--- config.mk ---
export PLATFORM = sky130hd
export DESIGN_NAME = fusion_sensor_packer
export DESIGN_NICKNAME = d
export VERILOG_FILES = /design/src/rtl/fusion_sensor_packer.sv
export SDC_FILE = /design/constraint.sdc
export NUM_CORES = 1
export LEC_CHECK = 0
export CAP_MARGIN = 0
export CELL_PAD_IN_SITES_DETAIL_PLACEMENT = 0
export CELL_PAD_IN_SITES_GLOBAL_PLACEMENT = 1
export CORE_MARGIN = 4
export CORE_UTILIZATION = 40
export DETAILED_ROUTE_END_ITERATION = 10
export GPL_TIMING_DRIVEN = 0
export PLACE_DENSITY_LB_ADDON = 0.1
export SYNTH_ARGS = -nofsm -noshare
export SYNTH_HDL_FRONTEND = slang
export SYNTH_SLANG_ARGS = --single-unit
--- constraint.sdc ---
create_clock -name clk -period 2.9 [get_ports clk]
set_input_delay 0.29 -clock clk [delete_from_list [all_inputs] [get_ports clk]]
set_output_delay 0.29 -clock clk [all_outputs]
set_load 0.1 [all_outputs]
--- src/rtl/fusion_sensor_packer.sv ---
// fusion_sensor_packer: producer side of the fusion core's sensor_input_t
// interface. It pairs each LiDAR sample with the freshest non-stale IMU sample
// and emits one packed beat per pair under valid/ready backpressure.
//
// Ports:
//   clk, rst_n        clock; asynchronous active-low reset
//   enable            block enable; gates both input handshakes
//   imu_valid/ready   IMU sample stream (never backpressured while enabled)
//   imu_data          IMU sample
//   lidar_valid/ready LiDAR sample stream (accepted only in IDLE)
//   lidar_data        LiDAR sample
//   sensor_out        {imu_data, lidar_data, valid}, registered, held until sensor_ready
//   sensor_ready      downstream accept
//   drop_count        LiDAR samples dropped on IMU timeout (saturating)
//   frame_count       beats emitted (wrapping)
//   imu_stale         held IMU sample has reached STALE_LIMIT age
module fusion_sensor_packer #(
  parameter int unsigned DATA_WIDTH  = 16,
  parameter int unsigned STALE_LIMIT = 255,
  parameter int unsigned CNT_WIDTH   = 8
) (
  input  logic                    clk,
  input  logic                    rst_n,
  input  logic                    enable,
  input  logic                    imu_valid,
  output logic                    imu_ready,
  input  logic [DATA_WIDTH-1:0]   imu_data,
  input  logic                    lidar_valid,
  output logic                    lidar_ready,
  input  logic [DATA_WIDTH-1:0]   lidar_data,
  output logic [2*DATA_WIDTH:0]   sensor_out,
  input  logic                    sensor_ready,
  output logic [15:0]             drop_count,
  output logic [15:0]             frame_count,
  output logic                    imu_stale
);

  localparam int unsigned OUT_WIDTH = 2 * DATA_WIDTH + 1;
  localparam logic [CNT_WIDTH-1:0] LIMIT = CNT_WIDTH'(STALE_LIMIT);

  localparam logic [1:0] S_IDLE     = 2'd0;
  localparam logic [1:0] S_WAIT_IMU = 2'd1;
  localparam logic [1:0] S_EMIT     = 2'd2;

  logic [1:0]            state;
  logic [1:0]            state_nxt;

  logic [DATA_WIDTH-1:0] imu_reg;
  logic                  imu_have;
  logic [CNT_WIDTH-1:0]  imu_age;

  logic [DATA_WIDTH-1:0] lidar_reg;
  logic [DATA_WIDTH-1:0] lidar_reg_nxt;
  logic [CNT_WIDTH-1:0]  wait_cnt;
  logic [CNT_WIDTH-1:0]  wait_nxt;
  logic [OUT_WIDTH-1:0]  out_reg;
  logic [OUT_WIDTH-1:0]  out_nxt;
  logic                  drop_inc;
  logic                  frame_inc;

  logic                  imu_hs;
  logic                  lidar_hs;
  logic                  imu_usable;

  // Handshake and status decode
  assign imu_ready   = enable;
  assign lidar_ready = enable && (state == S_IDLE);
  assign imu_hs      = enable && imu_valid;
  assign lidar_hs    = lidar_ready && lidar_valid;
  assign imu_stale   = imu_have && (imu_age == LIMIT);
  assign imu_usable  = imu_have && !imu_stale;
  assign sensor_out  = out_reg;

  // Held IMU sample and its age; a new sample may overwrite in any state
  always_ff @(posedge clk or negedge rst_n) begin
    if (!rst_n) begin
      imu_reg  <= '0;
      imu_have <= 1'b0;
      imu_age  <= '0;
    end else if (imu_hs) begin
      imu_reg  <= imu_data;
      imu_have <= 1'b1;
      imu_age  <= '0;
    end else if (imu_have && (imu_age < LIMIT)) begin
      imu_age  <= imu_age + CNT_WIDTH'(1);
    end
  end

  // State register
  always_ff @(posedge clk or negedge rst_n) begin
    if (!rst_n) begin
      state <= S_IDLE;
    end else begin
      state <= state_nxt;
    end
  end

  // Next-state, pairing and beat formation
  always_comb begin
    state_nxt     = state;
    out_nxt       = out_reg;
    lidar_reg_nxt = lidar_reg;
    wait_nxt      = wait_cnt;
    drop_inc      = 1'b0;
    frame_inc     = 1'b0;
    case (state)
      S_IDLE: begin
        if (lidar_hs) begin
          lidar_reg_nxt = lidar_data;
          // A same-cycle IMU sample is fresher than the held one
          if (imu_hs) begin
            out_nxt   = {imu_data, lidar_data, 1'b1};
            state_nxt = S_EMIT;
          end else if (imu_usable) begin
            out_nxt   = {imu_reg, lidar_data, 1'b1};
            state_nxt = S_EMIT;
          end else begin
            wait_nxt  = '0;
            state_nxt = S_WAIT_IMU;
          end
        end
      end
      S_WAIT_IMU: begin
        if (!enable) begin
          state_nxt = S_IDLE;
        end else if (imu_hs) begin
          out_nxt   = {imu_data, lidar_reg, 1'b1};
          state_nxt = S_EMIT;
        end else if ((wait_cnt + CNT_WIDTH'(1)) == LIMIT) begin
          drop_inc  = 1'b1;
          state_nxt = S_IDLE;
        end else begin
          wait_nxt  = wait_cnt + CNT_WIDTH'(1);
        end
      end
      S_EMIT: begin
        // Beat held bit-stable until accepted; enable does not abort it
        if (sensor_ready) begin
          out_nxt   = '0;
          frame_inc = 1'b1;
          state_nxt = S_IDLE;
        end
      end
      default: begin
        out_nxt   = '0;
        state_nxt = S_IDLE;
      end
    endcase
  end

  // Datapath and status counters
  always_ff @(posedge clk or negedge rst_n) begin
    if (!rst_n) begin
      out_reg     <= '0;
      lidar_reg   <= '0;
      wait_cnt    <= '0;
      drop_count  <= '0;
      frame_count <= '0;
    end else begin
      out_reg   <= out_nxt;
      lidar_reg <= lidar_reg_nxt;
      wait_cnt  <= wait_nxt;
      if (drop_inc && (drop_count != 16'hFFFF)) begin
        drop_count <= drop_count + 16'd1;
      end
      if (frame_inc) begin
        frame_count <= frame_count + 16'd1;
      end
    end
  end

endmodule

---- Word-level counts from Yosys, hierarchy flattened ----
Cells that the tools add are included.
storage, ports and cells
  flip-flop bits (word level) ............. 116
  word-level logic and storage cells ...... 74
operators by class
  add/subtract/negate cells ............... 4
  magnitude comparators ................... 1
  equality and inequality tests ........... 15
  muxes and demuxes ....................... 30
  reduce and logical (&&, ||, !) cells .... 15
operators by type and width
  cell                                                                    number
  33-bit two-way mux                                                      6
  33-bit case mux with 3 select lines                                     1
  8-bit two-way mux                                                       8
  16-bit by 1-bit adder with 16-bit output (second input constant)        2
  8-bit by 1-bit adder with 8-bit output (second input constant)          2
  8-bit equality test (second input constant)                             2
  16-bit != test (second input constant)                                  1
  2-bit != test (second input constant)                                   8
  8-bit case mux with 2 select lines                                      1
  2-bit two-way mux                                                       7
  8-bit less-than comparator (second input constant)                      1
  1-bit logical AND                                                       7
  7-bit AND reduction                                                     1
  1-bit two-way mux                                                       6
  2-bit case mux with 3 select lines                                      1
  5-bit AND reduction                                                     1
  4-bit != test (second input constant)                                   1
  2-bit nonzero test                                                      2
  3-bit != test (second input constant)                                   1
  3-bit AND reduction                                                     1
  2-bit by 1-bit equality test with 1-bit output (second input constant)  1
  2-bit equality test (second input constant)                             1
  2-bit logical NOT                                                       1
  2-bit AND reduction                                                     1
  1-bit logical NOT                                                       1

---- Depth between registers and ports, before layout ----
  depth in word-level cells ............... 8
  gate-level depth with buffers ........... 9
  depth with buffers taken out ............ 7

---- Least setup slack after synthesis ----
No wires, ideal clock.
  path type ............................... register to output
  start ................................... reg state[0]
  end ..................................... out lidar_ready
  arrival time ............................ 2274 ps
  slack ................................... 336 ps
  cell stages (with the launch flop) ...... 5
  cell sequence ........................... dfrtp_1 -> buf_2 -> buf_2 -> buf_1 -> nor2_1
between the ends
  word-level cells in the longest chain between the ends .. 2
RTL lines
  what                    line  RTL
  from (decl)             45    logic [1:0] state;
  from (signal assigned)  94    state <= state_nxt;
  2-bit logical NOT       67    assign lidar_ready = enable && (state == S_IDLE);
  1-bit logical AND       67
  to (decl)               29    output logic lidar_ready,
Every way passes these cells.

---- Worst setup path after layout ----
Same ends and word-level chain as after synthesis.

==> metrics.cfg <==
[critical_path]
path_class = reg -> out
arrival_ns = 2.42
cp.required_ns = 2.61
end_kind = output pin
cp_max_fo = 10
crit_path_start = state[0]
crit_path_end = lidar_ready
r2r-end = sensor_out[28]
ff2ff_setup_slack_ns = 0.47
critPathLaunchType = register
r2r_cells = 9
r2r-start = imu_age[0]

[synth]
yosysWarnings = 0
synth_fp_nets = 548
synth_enable_flop_cells = 0
yosysUniqueCellTypes = 43
syn_inst = 505
synthArstFlopShare = 1.00
yosysSeqAreaShare = 0.545
synth_area_per_cell_um2 = 10.5
synthFlopType = dfrtp_1
synth_seq_cells = 116
syn-cell-area_um2 = 5330

[clock_tree]
clock-sinks = 116
cts_root_buf = clkbuf_16
htreeDepth = 4
cts_tree = done
clkTransAtPathRegs_ns = 0.05
clk_latency_ns = 0.41
cts_made_buffers = 17
cts_buffer_depth = 2

[place]
io_buffers = 105
place_hpwl_mm = 8.79
gp_congestion = 0.759
pre_cts_ws_ns = 0.0912

[final_layout]
multi_input_area_um2 = 2300
final_cell_mix = 116 x dfrtp_1, 109 x nand2_1, 102 x clkdlybuf4s50_1
n_fill_cell = 1162
num_antenna_cells = 0
drive_above_1_share = 0.101
layout_commonest_cell = dfrtp_1
largest_reg_flops = 33
regArea_um2 = 2900
nets = 674
area_growth_pct = 34.2

[power_and_ir_drop]
powerDensity_nw_per_um2 = 1020
p_sw_frac = 0.459
p_comb_frac = 0.435
leakagePower_nw = 3.11
clkPwrFrac = 0.250
p_int_mw = 3.93
peakVddDrop_uv = 790
seq_power_share = 0.315
p_sw_mw = 3.34

[die]
die_y_um = 123
ios = 106
die_w_um = 123
initial_core_util = 0.415
placementRows = 41
core-area_um2 = 12800
dieArea_um2 = 15200

[drt]
drt-total-wl_mm = 12.5
detail-route-antenna-nets = 0
post_drt_wl_per_cell_um = 15.4
via_per_inst = 5.01
drt-initial-drc-count = 175
vias = 4079
drc = 0
drt-pass1-iter-count = 4

[timing]
hold_viol_final = 0
maxSlewHeadroom = 0.321
timing.fmax_mhz = 369
final_max_slew_viol_count = 0
tightest_slew_ns = 1.01
rsz0062_at_grt = false
fin_worst_skew_ns = 0.00699
fin_crit_ns = 2.71
post-route-period-util = 0.935
setup_viol = 0
worst_slack_ns = 0.189
finalSetupTns_ns = 0

[grt]
grt_max_degree = 76
overflow = 0
grt_pass1_wl_mm = 21.0
antenna_found_initial = 0
grt_pass1_vias = 4251
grt_use_total = 0.177

[job]
cap_violations = 0

[min_path]
hp-class = in -> async

[run_status]
outcome = complete, no violations

-- kinds of logic (layout without fill, tap and decap cells) --
logic type                 after synthesis  in the layout  synth area share
and+or+nand+nor                        206            206             0.177
xor gates and xnor gates                37             37            0.0608
adders and majority gates                5              5            0.0117
muxes                                   52             52             0.102
DFF                                    116            116             0.545
AOI/OAI and AO/OA                       60             60            0.0801
buffers and inverters                   29            166            0.0232
-- worst max-delay path: stages (launching register included) --
cell and delay, ns:
dfrtp_1 0.31, buf_2 0.17, buf_2 0.29, buf_1 0.62, nor2_1 0.13, clkdlybuf4s15_2 0.50
-- Yosys cell counts, types with 4 or more instances --
library cell / n / area (um^2)
nand2_1: 109 / 409
dfrtp_1: 116 / 2900
o21ai_0: 10 / 50.1
ha_1: 5 / 62.6
xnor2_1: 16 / 140
nand2b_1: 6 / 37.5
xor2_1: 21 / 184
nor3_1: 7 / 35.0
mux2i_1: 34 / 340
mux2_2: 18 / 203
a21oi_1: 4 / 20.0
nand3_1: 18 / 90.1
inv_1: 4 / 15.0
nor2b_1: 6 / 37.5
buf_2: 9 / 45.0
o31ai_1: 34 / 255
nand4_1: 7 / 43.8
nor2_1: 34 / 128
clkbuf_1: 14 / 52.6
-- worst min path at each step --
stage | to | slack, ns | cells past startpoint
final | drop_count[8] | 0.36 | 2
after global routing | drop_count[10] | 0.39 | 2
after CTS | drop_count[10] | 0.38 | 2
after detailed placement | drop_count[10] | 0.24 | 1
after global placement | imu_reg[11] | 0.45 | 2
after floorplan | drop_count[0] | -0.006 | 0
-- power by group through the flow --
stage | logic, mW | clock network, mW | registers (mW)
2_1_floorplan | 0.673 | 0 | 3.96
3_3_place_gp | 3.16 | 0 | 2.30
3_5_place_dp | 3.19 | 0 | 2.31
4_1_cts | 3.19 | 1.87 | 2.29
5_1_grt | 3.32 | 1.94 | 2.34
6_report | 3.16 | 1.82 | 2.29
-- layer usage --
| metal | wire length (um) | share of wire | vias to the layer above | GRT usage |
|---|---|---|---|---|
| li1 | - | - | 2006 | - |
| met1 | 5590 | 0.45 | 1956 | 0.224 |
| met2 | 5880 | 0.47 | 104 | 0.276 |
| met3 | 861 | 0.069 | 13 | 0.0677 |
| met4 | 178 | 0.014 | 0 | 0.0623 |
| met5 | 0 | 0 | - | 0 |
-- through the flow --
step,instance area (um^2),std cells,utilization,power (mW),hold slack (ns)
finish,7150,814,0.557,7.27,0.361
global route,7150,814,0.557,7.59,0.389
CTS,7150,814,0.557,7.35,0.380
detailed placement,6620,783,0.516,5.49,0.240
global placement,6590,782,0.514,5.46,0.452
floorplan,5330,505,-,4.64,-0.00559
-- cell type report --
type | count | share of cell area
flip-flops and latches | 116 | 0.406
clock inverters | 5 | 0.00385
multi-input cells | 360 | 0.322
inverters | 4 | 0.00210
well taps | 172 | 0.0301
repair buffers | 107 | 0.153
clock buffers | 25 | 0.0679
plain buffers | 25 | 0.0152
-- timing repair --
item,4_1_cts,5_1_grt
endpoints found under the hold margin,41,0
setup endpoints to repair,1,1
gates resized for setup,3,1
setup buffers,0,0
gates cloned,0,0
hold buffers,1,0
Power figures use the tool's default switching activity.
